--- config.mk ---
export PLATFORM = sky130hd
export DESIGN_NAME = gmii2fifo_pack
export DESIGN_NICKNAME = d
export VERILOG_FILES = /design/src/rtl/gmii2fifo_pack.sv
export SDC_FILE = /design/constraint.sdc
export NUM_CORES = 1
export LEC_CHECK = 0
export ABC_CLOCK_PERIOD_IN_PS = 2550
export BUFFER_PORTS_ARGS = -buffer_cell sky130_fd_sc_hd__clkbuf_2
export CAP_MARGIN = 20
export CORE_ASPECT_RATIO = 0.6
export CORE_MARGIN = 4
export CORE_UTILIZATION = 40
export DETAILED_ROUTE_END_ITERATION = 8
export PLACE_DENSITY_LB_ADDON = 0.08
export SKIP_CTS_REPAIR_TIMING = 1
export SLEW_MARGIN = 25
export SYNTH_ARGS = -nofsm -noshare
export SYNTH_HDL_FRONTEND = slang
export SYNTH_SLANG_ARGS = --single-unit
--- constraint.sdc ---
create_clock -name gmii_rx_clk -period 2.55 [get_ports gmii_rx_clk]
set_input_delay 0.3825 -clock gmii_rx_clk [delete_from_list [all_inputs] [get_ports gmii_rx_clk]]
set_output_delay 0.3825 -clock gmii_rx_clk [all_outputs]
set_load 0.005 [all_outputs]
--- src/rtl/gmii2fifo_pack.sv ---
// GMII receive front end: strips preamble/SFD, packs BYTES octets per FIFO word, appends GAP zero words.
// Optional macro RXER_DROP_EN adds gmii_rx_er and drops frames that carry a receive error.
module gmii2fifo_pack #(
   parameter int         BYTES = 1,
   parameter logic [3:0] GAP   = 4'h2
) (
   input  logic                 gmii_rx_clk,
   input  logic                 sys_rst_n,
   input  logic                 gmii_rx_dv,
   input  logic [7:0]           gmii_rxd,
`ifdef RXER_DROP_EN
   input  logic                 gmii_rx_er,
`endif
   output logic [9*BYTES-1:0]   din,
   input  logic                 full,
   output logic                 wr_en,
   output logic                 wr_clk,
   output logic [15:0]          frame_count,
   output logic [15:0]          drop_count
);

   localparam int LW = (BYTES > 1) ? $clog2(BYTES) : 1;

   typedef enum logic [1:0] {IDLE, DATA, DROP, GAP_ST} state_t;

   state_t                state, state_n;
   logic [LW-1:0]         lane_cnt, lane_n;
   logic [8*BYTES-1:0]    data_p0, data_n, lane_data;
   logic [BYTES-1:0]      mask_p0, mask_n, lane_mask;
   logic [3:0]            gap_cnt, gap_n;
   logic                  written, written_n;
   logic [9*BYTES-1:0]    din_n;
   logic                  wr_en_n, frame_inc, drop_inc, flushed, last_lane, rx_err;

`ifdef RXER_DROP_EN
   assign rx_err = gmii_rx_er;
`else
   assign rx_err = 1'b0;
`endif

   assign wr_clk = gmii_rx_clk;

   function automatic logic [15:0] sat_inc(input logic [15:0] v);
      return (v == 16'hFFFF) ? v : v + 16'd1;
   endfunction

   // Merge the incoming byte into the lane selected by lane_cnt.
   always_comb begin
      lane_data = data_p0;
      lane_mask = mask_p0;
      for (int i = 0; i < BYTES; i++) begin
         if (LW'(i) == lane_cnt) begin
            lane_data[8*i +: 8] = gmii_rxd;
            lane_mask[i]        = 1'b1;
         end
      end
   end

   assign last_lane = (lane_cnt == LW'(BYTES-1));

   always_comb begin
      state_n   = state;
      lane_n    = lane_cnt;
      data_n    = data_p0;
      mask_n    = mask_p0;
      gap_n     = gap_cnt;
      written_n = written;
      din_n     = din;
      wr_en_n   = 1'b0;
      frame_inc = 1'b0;
      drop_inc  = 1'b0;
      flushed   = 1'b0;
      case (state)
         IDLE, GAP_ST: begin
            // A byte arriving during the gap abandons it and is judged as in IDLE.
            if (gmii_rx_dv) begin
               if (gmii_rxd == 8'hD5) begin
                  state_n   = DATA;
                  lane_n    = '0;
                  data_n    = '0;
                  mask_n    = '0;
                  written_n = 1'b0;
               end else if (state == GAP_ST) begin
                  state_n   = IDLE;
                  written_n = 1'b0;
               end
            end else if (state == GAP_ST && !full) begin
               din_n   = '0;
               wr_en_n = 1'b1;
               gap_n   = gap_cnt - 4'd1;
               if (gap_cnt == 4'd1) begin
                  state_n   = IDLE;
                  written_n = 1'b0;
               end
            end
         end
         DATA: begin
            if (gmii_rx_dv) begin
               if (rx_err) begin
                  state_n  = DROP;
                  drop_inc = 1'b1;
                  lane_n   = '0;
                  data_n   = '0;
                  mask_n   = '0;
               end else if (last_lane) begin
                  lane_n = '0;
                  data_n = '0;
                  mask_n = '0;
                  if (full) begin
                     state_n  = DROP;
                     drop_inc = 1'b1;
                  end else begin
                     din_n     = {lane_mask, lane_data};
                     wr_en_n   = 1'b1;
                     written_n = 1'b1;
                  end
               end else begin
                  lane_n = lane_cnt + 1'b1;
                  data_n = lane_data;
                  mask_n = lane_mask;
               end
            end else begin
               lane_n = '0;
               data_n = '0;
               mask_n = '0;
               if (lane_cnt != '0) begin
                  if (full) begin
                     drop_inc = 1'b1;
                  end else begin
                     din_n     = {mask_p0, data_p0};
                     wr_en_n   = 1'b1;
                     frame_inc = 1'b1;
                     flushed   = 1'b1;
                  end
               end else if (written) begin
                  frame_inc = 1'b1;
               end
               if ((written || flushed) && GAP != 4'd0) begin
                  state_n = GAP_ST;
                  gap_n   = GAP;
               end else begin
                  state_n = IDLE;
               end
            end
         end
         DROP: begin
            if (!gmii_rx_dv) begin
               if (written && GAP != 4'd0) begin
                  state_n = GAP_ST;
                  gap_n   = GAP;
               end else begin
                  state_n = IDLE;
               end
            end
         end
         default: state_n = IDLE;
      endcase
   end

   always_ff @(posedge gmii_rx_clk) begin
      if (!sys_rst_n) begin
         state       <= IDLE;
         lane_cnt    <= '0;
         data_p0     <= '0;
         mask_p0     <= '0;
         gap_cnt     <= '0;
         written     <= 1'b0;
         wr_en       <= 1'b0;
         din         <= '0;
         frame_count <= '0;
         drop_count  <= '0;
      end else begin
         state    <= state_n;
         lane_cnt <= lane_n;
         data_p0  <= data_n;
         mask_p0  <= mask_n;
         gap_cnt  <= gap_n;
         written  <= written_n;
         wr_en    <= wr_en_n;
         din      <= din_n;
         if (frame_inc) frame_count <= sat_inc(frame_count);
         if (drop_inc)  drop_count  <= sat_inc(drop_count);
      end
   end

endmodule

* Yosys cells after proc, flatten, opt, wreduce, memory -nomap -nowiden
Index checks and enable logic that the tools add are counted.
** Storage, ports and cells
- Bits of input ports :: 12
- Output and inout port bits :: 43
- Register bits after elaboration :: 59
** Operators by class
- Bitwise gates (word level) :: 2
- Mux-type cells :: 69
- Add/sub/neg operators :: 4
- Reduce and logical (&&, ||, !) cells :: 13
- Equal/unequal tests :: 26
** Operators by type and width (number)
- 9-bit 2-to-1 mux :: 7
- 8-bit 2-to-1 mux :: 5
- 16-bit by 1-bit adder with 16-bit output (second input constant) :: 2
- 16-bit == test (second input constant) :: 2
- 1-bit 2-to-1 mux :: 32
- 4-bit 2-to-1 mux :: 6
- 2-bit 2-to-1 mux :: 11
- 2-bit != test (second input constant) :: 11
- 3-bit != test (second input constant) :: 7
- 9-bit one-hot mux with 2 select lines :: 1
- 8-bit one-hot mux with 2 select lines :: 1
- 7-bit AND reduction :: 2
- 4-bit one-hot mux with 3 select lines :: 1
- 6-bit AND reduction :: 2
- 8-bit == test (second input constant) :: 1
- 1-bit one-hot mux with 2 select lines :: 4
- 2-bit one-hot mux with 3 select lines :: 1
- 2-bit == test (second input constant) :: 2
- 4-bit by 1-bit == test with 1-bit output (second input constant) :: 1
- 4-bit != test (second input constant) :: 1
- 2-bit AND reduction :: 2
- 4-bit by 1-bit subtractor with 4-bit output (second input constant) :: 1
- 3-bit AND reduction :: 1
- 2-bit by 1-bit == test with 1-bit output (second input constant) :: 1
- 8 further kinds :: 9

* Logic depth before layout (Yosys ltp)
- Depth in word-level cells :: 8
- Depth in mapped cells :: 8
- Mapped depth without buffers :: 7

==> results.md <==
- Critical path required time: 2.75 ns
- Part of the Yosys area used for sequential elements: 0.384
- Final sum of negative setup slack: 0 ns
- Count of buffers inserted at the top-level ports: 54
- Worst hold margin: 0.321 ns
- Total gr overflow: 0
- Met2 routed wirelength: 2110 µm
- Clock latency at the later pin of the worst-skew pair: 0.31 ns
- Detail Placement HPWL: 4470 µm
- Max-cap violations: 0
- Class of the tightest hold or removal check: in -> reg
- Root Buffer: clkbuf_8
- Synthesized net count: 318
- Placed inst area: 2900 µm²
- Unique masters post-synth: 50
- ANT cells: 0
- Chip Height: 69.9 µm
- Number of enable-type register cells in the synthesized netlist: 0
- Arrival @ worst endpoint: 2.28 ns
- Initial Util: 0.416
- Cells on worst reg2reg path: 7
- Fin crit share: 0.813
- Overall Global Routing Usage: 0.157
- Cell accounting for the most synthesized area: dfxtp_1
- Initial antenna violation count: 0
- VDD IR-drop max: 315 µV
- Fin cells: 435
- Clock transition at the register clock pins on the worst setup and hold paths after CTS: 0.10 ns
- Startpoint class of the critical path: register
- Register bit total from synthesis: 49
- Routed Wire Length: 6000 µm
- Largest driver fanout on the critical path: 11
- Critical setup path kind: reg -> reg
- Synth Warn #: 0
- Fillcell total: 591
- Weighted congestion at the end of routability-driven global placement: 0.853
- Count of TritonRoute iterations in the first routing pass: 4
- Number of buffers created by CTS: 5
- Worst hold path depth: 3
- Outcome: finished, final reports clean
- Transition at the pin with the smallest max-transition slack: 0.466 ns
- Wirelength per Cell: 13.8 µm
- Register area: 981 µm²
- H-Tree Depth: 2
- Gate count after technology mapping: 297
- Static power due to leakage: 1.20 nW
- Type of destination of the critical path: register
- Die width: 111 µm
- DRT met1 WL: 3460 µm
- Top area cells in the synthesized netlist: dfxtp_1 38%, nor2_1 5.3%, xnor2_1 5.1%, ha_1 4.4%, nand2_1 4.0%
- First-iteration detailed-routing DRC count: 114
- # setup viols final: 0
- Met3 routed WL: 393 µm
- Fmax achieved: 0.482 GHz
- Shortest period the worst path allows: 2.07 ns
- Via-to-Cell Ratio: 5.17
- Worst clock skew: 0.0124 ns
- Prevailing post-synth register cell: dfxtp_1
- TritonCTS clock tree: done
- Cell total after placement: 427
- Number of max-slew violations in the final report: 0
- Highest routed layer: met4
- Mapped Avg Cell Area: 8.60 µm²
- Number of global-route vias before repair: 2,027
- Growth of design area from synthesis to finish: 17.0%
- Final hold vios: 0
- Placement Rows: 22
- I/O pin count: 55
- Total Die Area: 7770 µm²
- Final core area utilization: 0.487
- Number of nets with antenna violations after routing: 0
- Non-Filler Cell Area, Final: 2990 µm²
- Area of the multi-input gates: 1470 µm²
- Area of the placeable core: 6140 µm²
- Area fraction of the dominant cell type after synthesis: 0.384
- Max-slew headroom at the worst pin: 0.686
- Post-layout net count: 371
- Global-route wire length before repair: 10,100 µm
- Power density over cell area: 435 nW/µm²
- Setup repair after global routing missed its margin: no
- Total via count in the routed design: 2,250
- Share of synthesized flip-flops with an asynchronous set or reset: 0
- Netlist area before placement: 2550 µm²
- DRC errors left: 0
- Clk buf depth: 2
- Layout cells sized above 1: 0.231
- Pin count of the biggest net entering global routing: 21
layout by cell type, fill, tap and decap left out, types with 2 or more instances in the layout:
master,synthesis,final
clkbuf_2,0,54
dfxtp_1,49,49
nor2_1,36,36
nand2_1,27,27
a21oi_1,19,19
nand3_1,18,18
o21ai_0,15,15
xnor2_1,15,15
nand4_1,12,12
inv_1,11,11
ha_1,9,9
mux2i_1,7,7
xor2_1,7,7
and3_1,6,6
a31oi_1,6,6
clkbuf_8,0,5
and4_1,4,4
nor2b_1,3,3
nand2b_1,3,3
a211oi_1,3,3
nor3_1,3,3
buf_4,3,3
and2_1,2,2
nor2_4,2,2
nor4_1,2,2
nor3_2,2,2
o311ai_2,2,2
a21o_1,2,2
per-layer routing:
layer | vias up | GRT usage
met3 | 4 | 0.0459
li1 | 1167 | -
met1 | 1026 | 0.263
met4 | 0 | 0.0324
met2 | 53 | 0.185
met5 | - | 0
area by class of cell:
class,count,share of cell area
Multi-Input combinational cell,225,0.493
Tap cell,84,0.0352
Clock buffer,6,0.0247
Inverter,12,0.0151
Sequential cell,49,0.328
Timing Repair Buffer,56,0.0964
Clock inverter,3,0.00712
per-stage QoR:
stage / power [W] / setup slack (ns)
floorplan: 0.000834 / 0.764
global placement: 0.000847 / 0.544
detailed placement: 0.000846 / 0.478
CTS: 0.00132 / 0.475
global route: 0.00135 / 0.259
finish: 0.00130 / 0.476
path summary, 6_finish.rpt:
path                                            start                           to  slack (ns)
worst min register to register    din[1]$_SDFFE_PN0P_          din[1]$_SDFFE_PN0P_        0.48
worst max-delay path            state[1]$_SDFFE_PN0P_  drop_count[11]$_SDFFE_PN0P_        0.48
worst min-delay path                      gmii_rxd[6]          din[6]$_SDFFE_PN0P_        0.32
worst max register to register  state[1]$_SDFFE_PN0P_  drop_count[11]$_SDFFE_PN0P_        0.48
registers in the layout (all words and copies together), names as in the netlist:
| register | flops |
|---|---|
| wr_en | 1 |
| drop_count | 16 |
| state | 2 |
| din | 9 |
| gap_cnt | 4 |
| frame_count | 16 |
| written | 1 |
logic make-up (layout without fill, tap and decap cells):
kind of cell | after synthesis | count (layout) | share of synthesized area
compound gates | 57 | 57 | 0.150
xor+xnor | 22 | 22 | 0.0755
fa+ha+maj | 9 | 9 | 0.0441
buf+inv | 23 | 77 | 0.0392
flops | 49 | 49 | 0.384
mux | 7 | 7 | 0.0274
simple gates | 130 | 130 | 0.280
worst max-delay path, stage by stage (launching register included):
cell and delay, ns:
dfxtp_1 0.36, inv_1 0.09, ha_1 0.35, and3_1 0.34
nand2_1 0.16, a311oi_2 0.36, a21oi_1 0.12, a31o_1 0.19
cells in the mapped netlist (2+ instances only):
cell type / number
and3_1: 6
xnor2_1: 15
a21oi_1: 19
buf_2: 2
nor2_1: 36
nand2b_1: 3
xor2_1: 7
clkbuf_1: 5
mux2i_1: 7
and2_1: 2
nor4_1: 2
nor2_4: 2
nor3_1: 3
buf_4: 3
o311ai_2: 2
nand4_1: 12
nand3_1: 18
and4_1: 4
a31oi_1: 6
nand2_1: 27
a211oi_1: 3
nor2b_1: 3
inv_1: 11
a21o_1: 2
dfxtp_1: 49
ha_1: 9
o21ai_0: 15
nor3_2: 2
power breakdown:
part / switching (W) / internal, W
clock network: 0.000283 / 0.000204
registers: 0.000000667 / 0.000765
logic: 0.0000313 / 0.0000146
total: 0.000315 / 0.000983
Power figures use the tool's default switching activity.
